===== config.mk =====
export PLATFORM = sky130hd
export DESIGN_NAME = genome_loader
export DESIGN_NICKNAME = d
export VERILOG_FILES = /design/src/rtl/genome_pkg.sv /design/src/rtl/genome_gene_check.sv /design/src/rtl/genome_loader.sv
export SDC_FILE = /design/constraint.sdc
export NUM_CORES = 1
export LEC_CHECK = 0
export CAP_MARGIN = 20
export CORE_MARGIN = 3
export CORE_UTILIZATION = 30
export CTS_CLUSTER_DIAMETER = 40
export DETAILED_ROUTE_END_ITERATION = 10
export HOLD_SLACK_MARGIN = 0.1
export SETUP_SLACK_MARGIN = 0.02
export SLEW_MARGIN = 20
export SYNTH_ARGS = -nofsm -noshare
export SYNTH_HDL_FRONTEND = slang
export SYNTH_SLANG_ARGS = --single-unit

===== constraint.sdc =====
create_clock -name clk -period 3.4 [get_ports clk]
set_input_delay 0.51 -clock clk [delete_from_list [all_inputs] [get_ports clk]]
set_output_delay 0.51 -clock clk [all_outputs]
set_load 0.1 [all_outputs]

===== src/rtl/genome_pkg.sv =====
// Shared constants for genome loading and logic-element gene decoding.
package genome_pkg;

  localparam int unsigned GENE_W = 13;
  localparam int unsigned SEL_W  = 5;
  localparam int unsigned FUNC_W = 3;

  localparam logic [7:0] HEADER = 8'hA5;

  typedef enum logic [1:0] {
    ERR_NONE  = 2'd0,
    ERR_RSVD  = 2'd1,
    ERR_RANGE = 2'd2,
    ERR_CSUM  = 2'd3
  } err_code_t;

  typedef enum logic [2:0] {
    S_IDLE   = 3'd0,
    S_LO     = 3'd1,
    S_HI     = 3'd2,
    S_CHK    = 3'd3,
    S_COMMIT = 3'd4,
    S_ERROR  = 3'd5
  } state_t;

endpackage


===== src/rtl/genome_gene_check.sv =====
// Assembles one gene from its LO/HI bytes and flags reserved-bit and select-range faults.
module genome_gene_check
  import genome_pkg::*;
#(
  parameter int unsigned NUM_INPUTS = 27
) (
  input  logic [7:0]        lo_byte,
  input  logic [7:0]        hi_byte,
  output logic [GENE_W-1:0] gene,
  output logic              rsvd_err,
  output logic              range_err
);

  localparam logic [SEL_W:0] LIMIT = (SEL_W + 1)'(NUM_INPUTS);

  logic [9:0]       conf_ins;
  logic [FUNC_W-1:0] conf_func;
  logic [SEL_W-1:0] sel0;
  logic [SEL_W-1:0] sel1;

  // Split the byte pair into function, selects and validity flags.
  always_comb begin
    conf_ins  = {hi_byte[1:0], lo_byte};
    conf_func = hi_byte[4:2];
    sel0      = conf_ins[SEL_W-1:0];
    sel1      = conf_ins[2*SEL_W-1:SEL_W];
    gene      = {conf_func, conf_ins};
    rsvd_err  = |hi_byte[7:5];
    range_err = ({1'b0, sel0} >= LIMIT) || ({1'b0, sel1} >= LIMIT);
  end

endmodule


===== src/rtl/genome_loader.sv =====
// Receives a header-framed genome byte stream, validates and checksums it into a
// shadow bank, and commits it atomically to the active configuration bus.
module genome_loader
  import genome_pkg::*;
#(
  parameter int unsigned NUM_LE     = 16,
  parameter int unsigned NUM_INPUTS = 27,
  parameter logic [7:0]  HEADER     = genome_pkg::HEADER
) (
  input  logic                     clk,
  input  logic                     rst,
  input  logic [7:0]               rx_data,
  input  logic                     rx_valid,
  output logic                     rx_ready,
  output logic [NUM_LE*GENE_W-1:0] cfg_bus,
  output logic                     cfg_commit,
  output logic                     busy,
  output logic                     err,
  output logic [1:0]               err_code
);

  localparam int unsigned IDX_W = (NUM_LE > 1) ? $clog2(NUM_LE) : 1;
  localparam logic [IDX_W-1:0] LAST_IDX = IDX_W'(NUM_LE - 1);

  state_t                     state;
  logic [IDX_W-1:0]           idx;
  logic [7:0]                 csum;
  logic [7:0]                 lo_byte;
  logic [NUM_LE*GENE_W-1:0]   shadow;
  logic                       ready_en;
  err_code_t                  err_code_q;

  logic [GENE_W-1:0]          gene;
  logic                       rsvd_err;
  logic                       range_err;
  logic                       take;

  genome_gene_check #(
    .NUM_INPUTS(NUM_INPUTS)
  ) u_gene_check (
    .lo_byte  (lo_byte),
    .hi_byte  (rx_data),
    .gene     (gene),
    .rsvd_err (rsvd_err),
    .range_err(range_err)
  );

  // ready_en holds rx_ready low through reset; after that it depends on state only.
  always_comb begin
    rx_ready = ready_en && (state != S_COMMIT) && (state != S_ERROR);
    take     = rx_valid && rx_ready;
    err_code = err_code_q;
  end

  // Load FSM; commit/err pulses are raised on entry so they coincide with the
  // one-cycle COMMIT/ERROR states.
  always_ff @(posedge clk) begin
    if (rst) begin
      state      <= S_IDLE;
      idx        <= '0;
      csum       <= '0;
      lo_byte    <= '0;
      shadow     <= '0;
      cfg_bus    <= '0;
      cfg_commit <= 1'b0;
      busy       <= 1'b0;
      err        <= 1'b0;
      err_code_q <= ERR_NONE;
      ready_en   <= 1'b0;
    end else begin
      ready_en   <= 1'b1;
      cfg_commit <= 1'b0;
      err        <= 1'b0;
      case (state)
        S_IDLE: begin
          if (take && (rx_data == HEADER)) begin
            state <= S_LO;
            idx   <= '0;
            csum  <= '0;
            busy  <= 1'b1;
          end
        end
        S_LO: begin
          if (take) begin
            lo_byte <= rx_data;
            csum    <= csum ^ rx_data;
            state   <= S_HI;
          end
        end
        S_HI: begin
          if (take) begin
            csum <= csum ^ rx_data;
            if (rsvd_err || range_err) begin
              state      <= S_ERROR;
              err        <= 1'b1;
              err_code_q <= rsvd_err ? ERR_RSVD : ERR_RANGE;
              busy       <= 1'b0;
              shadow     <= '0;
            end else begin
              shadow[idx*GENE_W +: GENE_W] <= gene;
              if (idx == LAST_IDX) begin
                state <= S_CHK;
              end else begin
                idx   <= idx + 1'b1;
                state <= S_LO;
              end
            end
          end
        end
        S_CHK: begin
          if (take) begin
            if (rx_data == csum) begin
              state      <= S_COMMIT;
              cfg_bus    <= shadow;
              cfg_commit <= 1'b1;
              busy       <= 1'b0;
            end else begin
              state      <= S_ERROR;
              err        <= 1'b1;
              err_code_q <= ERR_CSUM;
              busy       <= 1'b0;
              shadow     <= '0;
            end
          end
        end
        S_COMMIT: state <= S_IDLE;
        S_ERROR:  state <= S_IDLE;
        default:  state <= S_IDLE;
      endcase
    end
  end

endmodule


==> results of run 1 <==
path summary, 6_finish.rpt:
| kind | startpoint | endpoint | cells past startpoint |
|---|---|---|---|
| max | idx[0]$_SDFFE_PP0P_ | shadow[190]$_SDFFE_PP0P_ | 8 |
| min | rst | cfg_bus[84]$_SDFFE_PP0P_ | 2 |
| max reg2reg | idx[0]$_SDFFE_PP0P_ | shadow[190]$_SDFFE_PP0P_ | 8 |
| min reg2reg | cfg_bus[34]$_SDFFE_PP0P_ | cfg_bus[34]$_SDFFE_PP0P_ | 2 |
per-layer routing:
metal	part of all wire, %	vias up
met5	0	-
met2	46	409
met3	6.6	82
met4	2.5	0
met1	45	6430
li1	-	6374
metrics by stage:
stage,setup WS [ns],power [mW],cell area (sq um),utilization (%),cells
2_1_floorplan,0.941,5.46,15700,-,1694
3_3_place_gp,0.219,5.55,18700,36.2,2512
3_5_place_dp,0.168,5.55,18700,36.2,2512
4_1_cts,0.470,12.7,21000,40.8,2634
5_1_grt,0.255,13.0,21000,40.8,2634
6_report,0.458,12.6,21000,40.8,2634
area by class of cell:
| type | instances | area [sq um] |
|---|---|---|
| Fill cell | 5001 | 30600 |
| Multi-Input combinational cell | 1101 | 6240 |
| Clock buffer | 79 | 1840 |
| Sequential cell | 445 | 8910 |
| Tap cell | 680 | 851 |
| Inverter | 9 | 33.8 |
| Timing Repair Buffer | 277 | 2650 |
| Clock inverter | 43 | 522 |
critical path: cells and delay by family (launching register included):
kind                     cells  cell delay [ns]
flip-flops                   1             0.30
adder cells (fa/ha/maj)      1             0.34
AO/OA/AOI/OAI                2             0.59
AND/OR/NAND/NOR              4             1.37
buffers and inverters        1             0.23
state kept, by name (all words and copies together) (netlist names):
| name | count |
|---|---|
| cfg_bus | 208 |
| busy | 1 |
| shadow | 208 |
| cfg_commit | 1 |
| state | 3 |
| err_code | 2 |
| lo_byte | 8 |
| err | 1 |
| csum | 8 |
| idx | 4 |
| ready_en | 1 |
synthesized netlist by cell type, types with 5 or more instances:
master and n:
sky130_fd_sc_hd__ha_1 5, sky130_fd_sc_hd__nor2b_1 6, sky130_fd_sc_hd__o21ai_0 15, sky130_fd_sc_hd__nand3_1 16, sky130_fd_sc_hd__inv_1 9, sky130_fd_sc_hd__nand2_1 461, sky130_fd_sc_hd__dfxtp_1 445, sky130_fd_sc_hd__nand2b_1 6
sky130_fd_sc_hd__buf_1 6, sky130_fd_sc_hd__and2_1 15, sky130_fd_sc_hd__clkbuf_1 91, sky130_fd_sc_hd__nand3b_1 9, sky130_fd_sc_hd__buf_2 40, sky130_fd_sc_hd__a21oi_1 237, sky130_fd_sc_hd__nor3_1 13, sky130_fd_sc_hd__a22o_1 108
sky130_fd_sc_hd__nand4_1 9, sky130_fd_sc_hd__nor4_1 7, sky130_fd_sc_hd__o2bb2ai_1 50, sky130_fd_sc_hd__nor2_1 19, sky130_fd_sc_hd__o22ai_2 12, sky130_fd_sc_hd__xor2_1 9, sky130_fd_sc_hd__a32o_1 54
cell families (layout without fill, tap and decap cells):
group | after synthesis | in the layout | share of synthesized area [%]
and+or+nand+nor | 589 | 589 | 16.2
DFF | 445 | 445 | 56.6
xor gates and xnor gates | 9 | 9 | 0.501
muxes | 1 | 1 | 0.0636
buffers and inverters | 148 | 408 | 3.92
AOI/OAI and AO/OA | 497 | 497 | 22.3
adders and majority gates | 5 | 5 | 0.397
power by group through the flow:
stage / sequential (mW) / combinational, mW / clock, mW
2_1_floorplan: 5.33 / 0.131 / 0
3_3_place_gp: 5.33 / 0.221 / 0
3_5_place_dp: 5.33 / 0.224 / 0
4_1_cts: 5.22 / 0.225 / 7.28
5_1_grt: 5.21 / 0.240 / 7.50
6_report: 5.22 / 0.225 / 7.12
==> metrics.log, run 1 <==
INFO  metric antenna_violations_before_repair = 0
INFO  metric detail_route.drc_violations = 0
INFO  metric met1_usage = between 20% and 30%
INFO  metric clk_pin_slew = 0.06 ns
INFO  metric post_cts.repair.setup_buffers = 0
INFO  metric number_of_max_slew_violations_in_the_final_report = 0
INFO  metric synth-seq-area-share = 56.6%
INFO  metric cts_hold_repair.buffers = 0
INFO  metric crit_top_cell = sky130_fd_sc_hd__a22o_1
INFO  metric fp-row-count = just over 80
INFO  metric synth_top_cells_by_area = sky130_fd_sc_hd__dfxtp_1 57%, sky130_fd_sc_hd__nand2_1 11%, sky130_fd_sc_hd__a21oi_1 7.5%
INFO  metric met3_capacity_usage_during_global_routing = 4.39%
INFO  metric rsz_0062_raised_after_global_routing = no
INFO  metric synth_area_leader_cell = sky130_fd_sc_hd__dfxtp_1
INFO  metric synthesis.yosys.warnings = 0
INFO  metric global_route_congestion_overflow_total = 0
INFO  metric critical_path.slowest_cell = sky130_fd_sc_hd__and3_1
INFO  metric yosys.area.top_type_share = 56.6%
INFO  metric power_leakage = 7.29 nW
INFO  metric syn-mean-instance-area = 9.29 sq um
INFO  metric peakVddDrop = 0.297 mV
INFO  metric ys_ff_latch = 445
INFO  metric wl = 51,800 microns
INFO  metric worstSetupEndpointType = register
INFO  metric count_of_input_and_output_buffers = 224
INFO  metric tritoncts_clock_tree = done
INFO  metric setup_failing_eps_final = 0
INFO  metric drtPass1Iterations = 5
INFO  metric antenna_cells_inserted = 0
INFO  metric timing.clock.skew = 0.0204 ns
INFO  metric route.detailed.vias_per_inst = 5.05
INFO  metric start_util = 30.5%
INFO  metric timing.slew.headroom = 28.2%
INFO  metric busiest_layer = met2
INFO  metric clock_tree.buffer_depth = 3
INFO  metric power_per_cell_area = 597 mW/mm^2
INFO  metric clock_power_share = 56.7%
INFO  metric fp.dieArea = 0.0553 sq mm
INFO  metric numClockSinks = 445
INFO  metric worstSetupPathType = register to register
INFO  metric number_of_gates_resized_after_cts = 0
INFO  metric final_nets = about 1,900
INFO  metric die_width = 235 microns
INFO  metric r2r_slack = 0.46 ns
INFO  metric post_synth_instance_area = 0.0157 sq mm
INFO  metric net-switching-power = ~2.9 mW
INFO  metric hold_slack = between 0.3 and 0.4 ns
INFO  metric via_count_of_the_first_global_routing_pass = 13,100
INFO  metric wire_length_of_the_first_global_routing_pass = 79,400 microns
INFO  metric cts_root_buffer = sky130_fd_sc_hd__clkbuf_16
INFO  metric worst-path-max-fanout = 13
INFO  metric setup-tns-final = 0 ns
INFO  metric core-area = 0.0516 sq mm
INFO  metric inserted_clock_buffers = ~70
INFO  metric finalHoldViolCount = 0
INFO  metric worst-endpoint-arrival = 3.45 ns
INFO  metric detail-route-antenna-nets = 0
INFO  metric clk-insertion-delay-late = 0.59 ns
INFO  metric groute.usage.overall = 18.2%
INFO  metric globalplace.congestion = 0.859
INFO  metric drive_gt1_share = roughly 13%
INFO  metric wl_per_cell = 19.7 microns
INFO  metric comb_power_share = 1.8%
INFO  metric number_of_flops_mapped_to_enable_cells_by_yosys = 0
INFO  metric ys_dominant_reg_cell = sky130_fd_sc_hd__dfxtp_1
INFO  metric netSwitchingFraction = between 20 and 25%
INFO  metric worstSetupStartpointType = register
INFO  metric ys_async_sr_fraction = 0%
INFO  metric min-delay-path-class = input pin to register
INFO  metric io_pins = 225
INFO  metric layout_commonest_cell = sky130_fd_sc_hd__nand2_1
INFO  metric worst-slew-pin-transition = around 1.1 ns
INFO  metric seq_power_share = 41.5%
INFO  metric timing.critical_path.slowest_cell_delay = 0.58 ns
INFO  metric detailed_place_hpwl = approximately 34,000 microns
INFO  metric worst-endpoint-required = 3.91 ns
INFO  metric cap_viol_max_count = 0
INFO  metric chipHeight = 235 microns
INFO  metric maximum_number_of_pins_on_one_net_before_global_route_repair = 175
INFO  metric distinct_cell_type_count_after_synthesis = a little under 50
INFO  metric outcome = finished, final reports clean
INFO  metric grt_util_met2 = slightly below 30%
INFO  metric layout_min_cycle_time = 2.94 ns
INFO  metric final.period_utilization = between 80 and 90%
INFO  metric routed-via-count = about 13,000
INFO  metric postSynthCellCount = 1,694
INFO  metric crit_chain = inv_1 -> ha_1 -> nand2b_1 -> nor2_1 -> a22o_1 -> and2_1 -> and3_1 -> a22o_1
INFO  metric most_frequent_cells_in_the_layout = 461 x sky130_fd_sc_hd__nand2_1, 445 x sky130_fd_sc_hd__dfxtp_1, 237 x sky130_fd_sc_hd__a21oi_1
INFO  metric internal-power = 9.71 mW
INFO  metric synth_nets = 1,710
INFO  metric htree_levels = 3
INFO  metric drtIter0Drc = 1,007
INFO  metric clock.fmax = ~340 MHz
INFO  metric syn2layout_area_growth = 33.6%
Note: power is estimated with default switching activity, not from simulation.
==> inputs of run 2 (changes only) <==
- CORE_MARGIN: 3 -> default
- MAX_ROUTING_LAYER: default -> met4
- clock period: 3.4 -> 3.1 ns (I/O delays scaled with it)
==> metrics.log, run 2 (synthesis gave the netlist of run 1 again) <==
INFO  metric met3_capacity_usage_during_global_routing = 3.99% (was 4.39%)
INFO  metric outcome = finished, final reports clean (unchanged)
INFO  metric clock_power_share = 55.9% (was 56.7%)
INFO  metric worst-path-buf-inv = 1 (unchanged)
INFO  metric cts_hold_repair.buffers = 0 (unchanged)
INFO  metric syn2layout_area_growth = 31.4% (was 33.6%)
INFO  metric chipHeight = 231 microns (was 235 microns)
INFO  metric clk-insertion-delay-late = 0.60 ns (was 0.59 ns)
INFO  metric timing.rr.end = shadow[193]$_SDFFE_PP0P_ (was shadow[190]$_SDFFE_PP0P_)
INFO  metric fp-row-count = 83 (unchanged)
INFO  metric maximum_number_of_pins_on_one_net_before_global_route_repair = 138 (was 175)
INFO  metric comb_power_share = 1.9% (was 1.8%)
INFO  metric timing.clock.skew = 0.0214 ns (was 0.0204 ns)
INFO  metric peakVddDrop = 0.338 mV (was 0.297 mV)
INFO  metric worstReg2RegStart = idx[1]$_SDFFE_PP0P_ (was idx[0]$_SDFFE_PP0P_)
INFO  metric hold-path-endpoint = cfg_bus[65]$_SDFFE_PP0P_ (was cfg_bus[84]$_SDFFE_PP0P_)
INFO  metric seq_power_share = 42.1% (was 41.5%)
INFO  metric worstSetupStartpointType = register (unchanged)
INFO  metric rsz_0062_raised_after_global_routing = no (unchanged)
INFO  metric end_of_flow_core_utilization = 40.1% (was 40.8%)
INFO  metric met1_usage = 26.3% (was 24.0%)
INFO  metric setup-tns-final = 0 ns (unchanged)
INFO  metric drive_gt1_share = 22.1% (was 12.7%)
INFO  metric detail-route-antenna-nets = 0 (unchanged)
INFO  metric finalHoldViolCount = 0 (unchanged)
INFO  metric crit_chain = inv_1 -> ha_1 -> nand2b_1 -> nor2_1 -> a22o_1 -> and2_1 -> and3_1 -> a22o_1 (unchanged)
INFO  metric number_of_gates_resized_after_cts = 0 (unchanged)
INFO  metric timing.critical_path.slowest_cell_delay = 0.55 ns (was 0.58 ns)
INFO  metric worst-slew-pin-transition = 0.850 ns (was 1.07 ns)
INFO  metric layout_min_cycle_time = 2.74 ns (was 2.94 ns)
INFO  metric clock_tree.buffer_depth = 3 (unchanged)
INFO  metric net-switching-power = 3.01 mW (was 2.86 mW)
INFO  metric layout_commonest_cell = sky130_fd_sc_hd__nand2_1 (unchanged)
INFO  metric netSwitchingFraction = 22.2% (was 22.8%)
INFO  metric detailed_place_hpwl = 33,800 microns (was 33,600 microns)
INFO  metric global_route_congestion_overflow_total = 0 (unchanged)
INFO  metric fp.dieArea = 0.0534 sq mm (was 0.0553 sq mm)
INFO  metric route.detailed.vias_per_inst = 5.04 (was 5.05)
INFO  metric dpl_cell_area = 0.0184 sq mm (was 0.0187 sq mm)
INFO  metric via_count_of_the_first_global_routing_pass = 12,900 (was 13,100)
INFO  metric start_util = 30.5% (unchanged)
INFO  metric clock.fmax = 365 MHz (was 340 MHz)
INFO  metric post-route-cell-area = 0.0207 sq mm (was 0.0210 sq mm)
INFO  metric routed-via-count = 13,300 (about the same)
INFO  metric final_nets = 1,932 (was 1,918)
INFO  metric wl_per_cell = 19.6 microns (was 19.7 microns)
INFO  metric antenna_cells_inserted = 0 (unchanged)
INFO  metric number_of_max_slew_violations_in_the_final_report = 0 (unchanged)
INFO  metric die_width = 231 microns (was 235 microns)
INFO  metric worst-path-max-fanout = 13 (unchanged)
INFO  metric worst_hold_path_depth = 2 (unchanged)
INFO  metric critical_path.slowest_cell = sky130_fd_sc_hd__and3_1 (unchanged)
INFO  metric count_of_input_and_output_buffers = 224 (unchanged)
INFO  metric power_leakage = 7.71 nW (was 7.29 nW)
INFO  metric wl = 51,800 microns (about the same)
INFO  metric detail_route.drc_violations = 0 (unchanged)
INFO  metric tritoncts_clock_tree = done (unchanged)
INFO  metric antenna_violations_before_repair = 0 (unchanged)
INFO  metric timing.critical_path.from = idx[1]$_SDFFE_PP0P_ (was idx[0]$_SDFFE_PP0P_)
INFO  metric biggestRegsByFlops = cfg_bus x208, shadow x208 (unchanged)
INFO  metric numClockSinks = 445 (unchanged)
INFO  metric r2r_slack = 0.36 ns (was 0.46 ns)
INFO  metric htree_levels = 3 (unchanged)
INFO  metric worst-endpoint-required = 3.62 ns (was 3.91 ns)
INFO  metric hold_start = rst (unchanged)
INFO  metric post_cts.repair.setup_buffers = 0 (unchanged)
INFO  metric setup_failing_eps_final = 0 (unchanged)
INFO  metric drtIter0Drc = 897 (was 1,007)
INFO  metric io_pins = 225 (unchanged)
INFO  metric worstSetupEndpointType = register (unchanged)
INFO  metric cts_root_buffer = sky130_fd_sc_hd__clkbuf_16 (unchanged)
INFO  metric most_frequent_cells_in_the_layout = 461 x sky130_fd_sc_hd__nand2_1, 445 x sky130_fd_sc_hd__dfxtp_1, 272 x sky130_fd_sc_hd__buf_4 (was 461 x sky130_fd_sc_hd__nand2_1, 445 x sky130_fd_sc_hd__dfxtp_1, 237 x sky130_fd_sc_hd__a21oi_1)
INFO  metric core-area = 0.0516 sq mm (unchanged)
INFO  metric min-delay-path-class = input pin to register (unchanged)
INFO  metric drtPass1Iterations = 6 (was 5)
INFO  metric inserted_clock_buffers = 66 (was 68)
INFO  metric final.period_utilization = 88.4% (was 86.5%)
INFO  metric clk_pin_slew = 0.06 ns (about the same)
INFO  metric grt_util_met2 = 29.9% (was 29.3%)
INFO  metric post-layout-total-power = 13.6 mW (was 12.6 mW)
INFO  metric timing.slew.headroom = 43.3% (was 28.2%)
INFO  metric crit_top_cell = sky130_fd_sc_hd__a22o_1 (unchanged)
INFO  metric power_per_cell_area = 657 mW/mm^2 (was 597 mW/mm^2)
INFO  metric worstRegToRegCells = 8 (unchanged)
INFO  metric globalplace.congestion = 0.903 (was 0.859)
INFO  metric worstSetupPathType = register to register (unchanged)
INFO  metric cap_viol_max_count = 0 (unchanged)
INFO  metric critical-path-top-delay-family = simple AND/OR/NAND/NOR gates (unchanged)
INFO  metric groute.usage.overall = 19.8% (was 18.2%)
INFO  metric worst-endpoint-arrival = 3.27 ns (was 3.45 ns)
INFO  metric internal-power = 10.6 mW (was 9.71 mW)
INFO  metric wire_length_of_the_first_global_routing_pass = 78,900 microns (was 79,400 microns)
INFO  metric busiest_layer = met2 (unchanged)
run 2: worst max path at each step:
| stage | endpoint | slack [ns] | depth (start not counted) |
|---|---|---|---|
| finish | shadow[193]$_SDFFE_PP0P_ | 0.36 | 8 |
| global route | shadow[194]$_SDFFE_PP0P_ | 0.14 | 8 |
| CTS | shadow[193]$_SDFFE_PP0P_ | 0.35 | 8 |
| detailed placement | shadow[175]$_SDFFE_PP0P_ | 0.12 | 7 |
| global placement | shadow[174]$_SDFFE_PP0P_ | 0.13 | 8 |
| floorplan | shadow[133]$_SDFFE_PP0P_ | 0.64 | 9 |
run 2: stage by stage:
step / setup slack, ns / hold WS (ns) / std cells
after floorplan: 0.641 / 0.432 / 1694
after global placement: 0.126 / 0.441 / 2528
after detailed placement: 0.121 / 0.445 / 2528
after CTS: 0.354 / 0.252 / 2647
after global routing: 0.138 / 0.273 / 2647
final: 0.358 / 0.265 / 2647
run 2: worst register-to-register path, cell delays in order, from the launching register on:
cell	delay, ns
sky130_fd_sc_hd__dfxtp_1	0.31
sky130_fd_sc_hd__inv_1	0.10
sky130_fd_sc_hd__ha_1	0.31
sky130_fd_sc_hd__nand2b_1	0.14
sky130_fd_sc_hd__nor2_1	0.42
sky130_fd_sc_hd__a22o_1	0.41
sky130_fd_sc_hd__and2_1	0.20
sky130_fd_sc_hd__and3_1	0.55
sky130_fd_sc_hd__a22o_1	0.23
run 2: power by group through the flow:
stage	logic, mW	clock network [mW]	registers [mW]
finish	0.264	7.60	5.73
global route	0.283	8.03	5.72
CTS	0.266	7.75	5.72
detailed placement	0.265	0	5.85
global placement	0.263	0	5.85
floorplan	0.144	0	5.85
run 2: per-layer routing:
layer | wire length (microns) | vias up
met5 | 0 | -
met4 | 1230 | 0
met3 | 3190 | 74
met2 | 23500 | 392
met1 | 23800 | 6472
li1 | - | 6407
run 2: final cells by class:
class / instances / area [sq um]
Clock buffer: 82 / 1830
Clock inverter: 37 / 449
Fill cell: 5081 / 30900
Inverter: 9 / 33.8
Multi-Input combinational cell: 1101 / 6240
Sequential cell: 445 / 8910
Tap cell: 680 / 851
Timing Repair Buffer: 293 / 2370
